$ cat src/rtl/serial_fifo_bridge.sv
// Byte bridge between an external host and the processor serial port: an RX FIFO (host->CPU)
// and a TX FIFO (CPU->host). Define SERIAL_FIFO_BRIDGE_LOOPBACK_EN to route TX straight into RX.

module serial_fifo_bridge_fifo #(
   parameter int DEPTH = 8,
   parameter int AW    = $clog2(DEPTH),
   parameter int CW    = $clog2(DEPTH) + 1
) (
   input  logic          clock,
   input  logic          reset,
   input  logic          push,
   input  logic [7:0]    push_data,
   input  logic          pop,
   output logic [7:0]    head_data,
   output logic          not_empty,
   output logic          not_full,
   output logic [CW-1:0] count
);

   localparam logic [CW-1:0] FULL = CW'(DEPTH);

   logic [7:0]    mem [DEPTH];
   logic [AW-1:0] wr_ptr;
   logic [AW-1:0] rd_ptr;
   logic          push_ok;
   logic          pop_ok;

   // Requests are qualified here so callers may pass raw valid/rden strobes.
   assign push_ok   = push & not_full;
   assign pop_ok    = pop & not_empty;
   assign not_empty = (count != '0);
   assign not_full  = (count != FULL);
   assign head_data = mem[rd_ptr];

   always_ff @(posedge clock or posedge reset) begin
      if (reset) begin
         wr_ptr <= '0;
         rd_ptr <= '0;
         count  <= '0;
      end else begin
         if (push_ok) wr_ptr <= wr_ptr + 1'b1;
         if (pop_ok)  rd_ptr <= rd_ptr + 1'b1;
         if (push_ok && !pop_ok)
            count <= count + 1'b1;
         else if (pop_ok && !push_ok)
            count <= count - 1'b1;
      end
   end

   // Storage has no reset: contents are meaningless until written.
   always_ff @(posedge clock) begin
      if (push_ok) mem[wr_ptr] <= push_data;
   end

   a_count_range : assert property (@(posedge clock) disable iff (reset) count <= FULL);

endmodule

module serial_fifo_bridge #(
   parameter int DEPTH = 8
) (
   input  logic                     clock,
   input  logic                     reset,
   input  logic [7:0]               host_rx_data,
   input  logic                     host_rx_valid,
   output logic                     host_rx_ready,
   output logic [7:0]               host_tx_data,
   output logic                     host_tx_valid,
   input  logic                     host_tx_ready,
   output logic [7:0]               cpu_data_out,
   output logic                     cpu_valid_out,
   output logic                     cpu_ready_out,
   input  logic                     cpu_rden_in,
   input  logic [7:0]               cpu_data_in,
   input  logic                     cpu_wren_in,
   output logic                     tx_overflow,
   output logic [$clog2(DEPTH):0]   rx_count,
   output logic [$clog2(DEPTH):0]   tx_count
);

   localparam int CW    = $clog2(DEPTH) + 1;
   localparam int NFIFO = 2;
   localparam int RX    = 0;
   localparam int TX    = 1;

   if ((DEPTH < 2) || ((DEPTH & (DEPTH - 1)) != 0)) begin : g_bad_depth
      $error("serial_fifo_bridge: DEPTH must be a power of two >= 2");
   end

   logic [NFIFO-1:0]          push;
   logic [NFIFO-1:0]          pop;
   logic [NFIFO-1:0][7:0]     push_data;
   logic [NFIFO-1:0][7:0]     head_data;
   logic [NFIFO-1:0]          not_empty;
   logic [NFIFO-1:0]          not_full;
   logic [NFIFO-1:0][CW-1:0]  count;

   for (genvar f = 0; f < NFIFO; f++) begin : g_fifo
      serial_fifo_bridge_fifo #(.DEPTH(DEPTH)) u_fifo (
         .clock     (clock),
         .reset     (reset),
         .push      (push[f]),
         .push_data (push_data[f]),
         .pop       (pop[f]),
         .head_data (head_data[f]),
         .not_empty (not_empty[f]),
         .not_full  (not_full[f]),
         .count     (count[f])
      );
   end

   // CPU side is identical in both builds.
   assign pop[RX]       = cpu_rden_in;
   assign push[TX]      = cpu_wren_in;
   assign push_data[TX] = cpu_data_in;
   assign cpu_data_out  = head_data[RX];
   assign cpu_valid_out = not_empty[RX];
   assign cpu_ready_out = not_full[TX];
   assign rx_count      = count[RX];
   assign tx_count      = count[TX];

`ifdef SERIAL_FIFO_BRIDGE_LOOPBACK_EN
   logic lb_move;
   logic unused_host;

   // One byte per edge hops from the TX head into RX; the host port is fenced off.
   assign lb_move       = not_empty[TX] & not_full[RX];
   assign push[RX]      = lb_move;
   assign push_data[RX] = head_data[TX];
   assign pop[TX]       = lb_move;
   assign host_rx_ready = 1'b0;
   assign host_tx_valid = 1'b0;
   assign host_tx_data  = 8'h00;
   assign unused_host   = ^{host_rx_data, host_rx_valid, host_tx_ready};
`else
   assign push[RX]      = host_rx_valid;
   assign push_data[RX] = host_rx_data;
   assign pop[TX]       = host_tx_ready;
   assign host_rx_ready = not_full[RX];
   assign host_tx_valid = not_empty[TX];
   assign host_tx_data  = head_data[TX];
`endif

   // Sticky until reset: a CPU write arrived while TX had no room.
   always_ff @(posedge clock or posedge reset) begin
      if (reset)
         tx_overflow <= 1'b0;
      else if (cpu_wren_in && !not_full[TX])
         tx_overflow <= 1'b1;
   end

endmodule

$ cat config.mk
export PLATFORM = sky130hd
export DESIGN_NAME = serial_fifo_bridge
export DESIGN_NICKNAME = d
export VERILOG_FILES = /design/src/rtl/serial_fifo_bridge.sv
export SDC_FILE = /design/constraint.sdc
export NUM_CORES = 1
export LEC_CHECK = 0
export ABC_AREA = 0
export CAP_MARGIN = 30
export CORE_AREA = 2 2 193 100
export CTS_BUF_LIST = sky130_fd_sc_hd__clkbuf_8
export DETAILED_ROUTE_END_ITERATION = 6
export DIE_AREA = 0 0 195 102
export PLACE_DENSITY = 0.62
export RECOVER_POWER = 50
export SLEW_MARGIN = 10
export SYNTH_ARGS = -nofsm -noshare
export SYNTH_HDL_FRONTEND = slang
export SYNTH_HIERARCHICAL = 1
export SYNTH_SLANG_ARGS = --single-unit
$ cat constraint.sdc
create_clock -name clock -period 8.5 [get_ports clock]
set_clock_uncertainty 0.2 [all_clocks]
set_input_delay 0.85 -clock clock [delete_from_list [all_inputs] [get_ports clock]]
set_output_delay 0.85 -clock clock [all_outputs]
set_load 0.01 [all_outputs]
**After elaboration in Yosys (flattened, before gate mapping)**

Memories as Yosys holds them, arrays and structs flattened.
Cells that the tools add are included.
Widths: inputs -> output; s select.

- Bitwise logic cells: 4
- Eq/ne operators: 2
- Reductions and logical operators: 14
- Muxes and demuxes: 8
- Add/sub/neg operators: 8

Operators by type and width:

| kind | count |
|---|---|
| $mux 4 | 4 |
| $add 3x1->3 const B | 4 |
| $add 4x1->4 const B | 2 |
| $ne 4x4->1 const B | 2 |
| $reduce_bool 4->1 | 2 |
| $sub 4x1->4 const B | 2 |
| $logic_and 1x1->1 | 5 |
| $logic_not 1->1 | 5 |
| $and 1x1->1 | 4 |
| $mux 1 | 4 |
| $reduce_bool 2->1 | 2 |

- Word-level logic and storage cells: 45
- Flip-flop bits (word level): 21
- Memory bits (writable): 128
- Memories: 2

Memory list:

| name | depth | width | read ports | clocked after Yosys merged registers in | wr ports | line | source |
|---|---|---|---|---|---|---|---|
| g_fifo[0].u_fifo.mem | 8 | 8 | 1 | 0 | 1 | 22 | `logic [7:0] mem [DEPTH];` |
| g_fifo[1].u_fifo.mem | 8 | 8 | 1 | 0 | 1 | 22 |  |

**Depth between registers and ports, before layout**

- Depth after elaboration: 6
- Gate-level depth with buffers: 10
- Depth with buffers taken out: 9

**Hierarchy**

Netlist, hierarchy kept.

By module, submodules not included:

| module | instances | cells an instance | area each (um^2) | seq. area each (um^2) |
|---|---|---|---|---|
| serial_fifo_bridge_fifo | 2 | 156 | 3113.0 | 2172.1 |
| serial_fifo_bridge | 1 | 4 | 40.0 | 25.0 |

**Worst setup path after synthesis**

OpenSTA, ideal clock, no wires.

- Path kind: register -> register
- From: register g_fifo[1].u_fifo.count[0]
- To: register g_fifo[1].u_fifo.count[3]
- Required time: 8163 ps
- Cell stages (with the launch flop): 11
- Period minus slack after synthesis: 2910 ps
- Library setup time: 137 ps
- Setup slack: 5590 ps
- Arrival time: 2572 ps
- Cell sequence: dfrtp_1 > or4b_1 > clkbuf_2 > nand2_2 > inv_1 > ha_1 > inv_1 > ha_1 > or4_1 > nand3_1 > o221ai_1

- Longest elaborated chain between the ends: 5
- Elaborated cells between the ends (all ways): 13

RTL lines:

| element | line | source |
|---|---|---|
| start, declared | 17 | `output logic [CW-1:0] count` |
| start signal, assigned | 44 | `count <= count + 1'b1;` |
| start signal, assigned | 46 | `count <= count - 1'b1;` |
| $ne 4x4->1 (*) | 32 | `assign not_full = (count != FULL);` |
| named net cpu_ready_out | 72 | `output logic cpu_ready_out,` |
| $and 1x1->1 (*) | 29 | `assign push_ok = push & not_full;` |
| named net g_fifo[1].u_fifo.push_ok | 25 | `logic push_ok;` |
| $logic_not 1->1 | 45 | `else if (pop_ok && !push_ok)` |
| $logic_and 1x1->1 | 45 |  |
| $reduce_bool 2->1 (no source line) | - |  |

Mark *: on every way through the listed nets, which the timed path passes. The rest lies on a longest branch. The select of a mux whose other input is x is not followed.
A chain may end at the register's enable or synchronous reset.

**Worst setup path in the final report**

- From: register g_fifo[1].u_fifo.rd_ptr[0]
- To: output port host_tx_data[1]

- Longest elaborated chain between the ends: 1

RTL lines:

| element | line | source |
|---|---|---|
| start, declared | 24 | `logic [AW-1:0] rd_ptr;` |
| start signal, assigned | 42 | `if (pop_ok) rd_ptr <= rd_ptr + 1'b1;` |
| $mem_v2 8x8 | - |  |
| end, declared | 67 | `output logic [7:0] host_tx_data,` |

Every way passes these cells.

==> impl_metrics.toml <==
[placed_design]
placedCellCount = 594
dpl.hpwl_um = 6843
port_buffers = 50
gp_congestion = 0.7303

[routing]
viasPerCell = 4.815
vias = 3024
wire_per_inst_um = 17.91
final_antenna_net_count = 0
drt_iter0_markers = 168
firstDrtPassIters = 4
drc = 0
drt-total-wl_um = 11250

[clock_tree]
cts_sinks = 149
clk_latency_ns = 0.43
holdBufCountCts = 0
postCtsSetupBuffers = 0
cts-resized-gates = 0
cts_buffer_depth = 2
root_buffer = "clkbuf_8"
clkTransAtPathRegs_ns = 0.09
numCtsBuffers = 17
cts-htree-levels = 4
cts_tree = "done"

[synthesis]
synth_top_area_cell = "edfxtp_1"
async_flop_share_pct = 14.09
netlist_area_sq_um = 6266
synth_most_common_cell = "edfxtp_1"
yosys-top-cells-area = "edfxtp_1 61%, mux4_1 13%, dfrtp_1 8.4%"
syn_nets = 350
ys_ff_latch = 149
synth_common_cells = "128 x edfxtp_1, 32 x mux4_1, 22 x mux2_2"
yosysWarnings = 6
synthFlopType = "edfxtp_1"
synth_cell_types = 31
synth_top_area_share_pct = 61.34
synth_edf_count = 128
synth-seq-area-share_pct = 69.73
syn_inst = 316
syn_area_per_cell_sq_um = 19.83

[global_routing]
grt_overflow = 0
grt.total_usage_pct = 12.00
grt_pass1_vias = 3082
grt_max_degree = 19
antenna_found_initial = 1
grt_pass1_wl_um = 17400

[worst_setup_path]
cp-end-kind = "primary output"
ff2ff_path_depth = 9
cp_max_fo = 18
path_class = "reg2out"
cp_data_arrival_time_ns = 2.82
rr_endpoint = "g_fifo[1].u_fifo/count[3]"
cp-start-kind = "flop"
r2r_slack_ns = 5.37
timing.rr.start = "g_fifo[1].u_fifo/count[0]"
required_ns = 7.45

[sta]
max_slew_margin_pct = 34.40
max_freq_mhz = 258.6
period_needed_ns = 3.867
slew_violations = 0
hold_viol_final = 0
worst_slew_pin_slew_ns = 0.9803
setup_violations = 0
finalCritPeriodShare_pct = 45.49
rsz0062_at_grt = "no"
finalSetupTns_ns = 0

[min_path]
min_path_type = "reg2reg"
hold-path-cell-count = 1
hp-start = "tx_overflow"
min_to = "tx_overflow"

[floorplan]
fp-row-count = 35
core_area_sq_um = 18130
die_h_um = 102
die_w_um = 195
dieArea_sq_um = 19890
ioPinCount = 51
initial_core_util_pct = 34.56

[job]
maxCapViolations = 0

[cells_and_area]
final_util_pct = 40.77
final_cell_count_no_fill = 628
fin_nets = 408
syn2layout_area_growth_pct = 17.95
drive_gt1_share_pct = 15.76

[pwr]
p_leak_nw = 2.550
power_density_nw_per_um2 = 331.3
ir_drop_uv = 116.5

[outcome]
outcome = "completed"
area by class of cell:
type / count / area [sq um]
tap: 240 / 300.3
timing repair buffer: 53 / 523.0
clock buffer: 17 / 234.0
antenna: 1 / 2.502
inverter: 8 / 30.03
clock inverter: 15 / 162.7
fill: 1636 / 10740
multi-input combinational: 145 / 1769
sequential: 149 / 4369
placed cells by master (no fill, tap or decap), drive strengths merged:
| cell type | Yosys | routed |
|---|---|---|
| diode | 0 | 1 |
| fa | 2 | 2 |
| clkbuf | 6 | 17 |
| mux4 | 32 | 32 |
| o21ai | 2 | 2 |
| clkinvlp | 0 | 1 |
| mux2i | 2 | 2 |
| or4b | 2 | 2 |
| clkdlybuf4s50 | 0 | 33 |
| a21o | 3 | 3 |
| nand3b | 6 | 6 |
| ha | 10 | 10 |
| dlygate4sd3 | 0 | 17 |
| inv | 8 | 15 |
| bufinv | 0 | 1 |
| dfrtp | 21 | 21 |
| nor3 | 4 | 4 |
| buf | 8 | 3 |
| or3 | 6 | 6 |
| o221ai | 2 | 2 |
| clkinv | 0 | 6 |
| mux2 | 22 | 22 |
| xnor2 | 12 | 12 |
| edfxtp | 128 | 128 |
| a211o | 2 | 2 |
| nand3 | 8 | 8 |
| or4 | 4 | 4 |
| a21oi | 2 | 2 |
| nor2 | 12 | 12 |
| nand2 | 8 | 8 |
| nand2b | 4 | 4 |
layer usage:
layer | track usage (%) | share of wire [%] | up-vias
met4 | 4.463 | 1.2 | 0
met3 | 3.267 | 3.4 | 12
met5 | 0 | 0 | -
met2 | 20.60 | 50 | 43
met1 | 14.84 | 45 | 1554
li1 | - | - | 1415
per-stage QoR:
stage / setup slack (ns) / instance area [sq um] / hold WS, ns / total power [mW]
floorplan: 5.590 / 6266 / 0.2834 / 1.630
global placement: 5.054 / 6982 / 0.2428 / 1.928
detailed placement: 5.025 / 6997 / 0.2522 / 1.950
CTS: 4.535 / 7393 / 0.2738 / 2.497
global route: 4.470 / 7391 / 0.2978 / 2.605
finish: 4.633 / 7391 / 0.2645 / 2.448
cell families after synthesis:
logic type	share of synthesized area, %
flip-flops	69.73
multiplexers	17.69
adder cells (fa/ha/maj)	2.636
AND/OR/NAND/NOR	4.872
XOR/XNOR	1.677
AO/OA/AOI/OAI	1.238
buffers and inverters	2.157
critical path, cell delays in order (launching register included):
cell	delay, ns
dfrtp_1	0.94
mux4_1	0.68
mux2_2	0.28
clkdlybuf4s50_1	0.47
worst max path at each step:
stage | start | depth (start not counted) | endpoint
2_1_floorplan | g_fifo[1].u_fifo/count[0] | 10 | g_fifo[1].u_fifo/count[3]
3_3_place_gp | g_fifo[0].u_fifo/rd_ptr[0] | 3 | cpu_data_out[1]
4_1_cts | g_fifo[0].u_fifo/rd_ptr[0] | 3 | cpu_data_out[0]
6_report | g_fifo[1].u_fifo/rd_ptr[0] | 3 | host_tx_data[1]
3_5_place_dp | g_fifo[0].u_fifo/rd_ptr[0] | 3 | cpu_data_out[4]
5_1_grt | g_fifo[0].u_fifo/rd_ptr[0] | 3 | cpu_data_out[2]
flip-flops by register name (all words and copies together), names as in the netlist:
register              count
g_fifo.u_fifo/mem       128
g_fifo.u_fifo/count       8
g_fifo.u_fifo/rd_ptr      6
g_fifo.u_fifo/wr_ptr      6
tx_overflow               1
power by group:
| group | switching [mW] | leakage, nW | internal [mW] | total, mW |
|---|---|---|---|---|
| combinational | 0.317 | 0.942 | 0.485 | 0.801 |
| clock | 0.295 | 0.200 | 0.244 | 0.540 |
| sequential | 0.165 | 1.41 | 0.943 | 1.11 |
| total | 0.777 | 2.55 | 1.67 | 2.45 |
(Power assumes the default switching activity.)
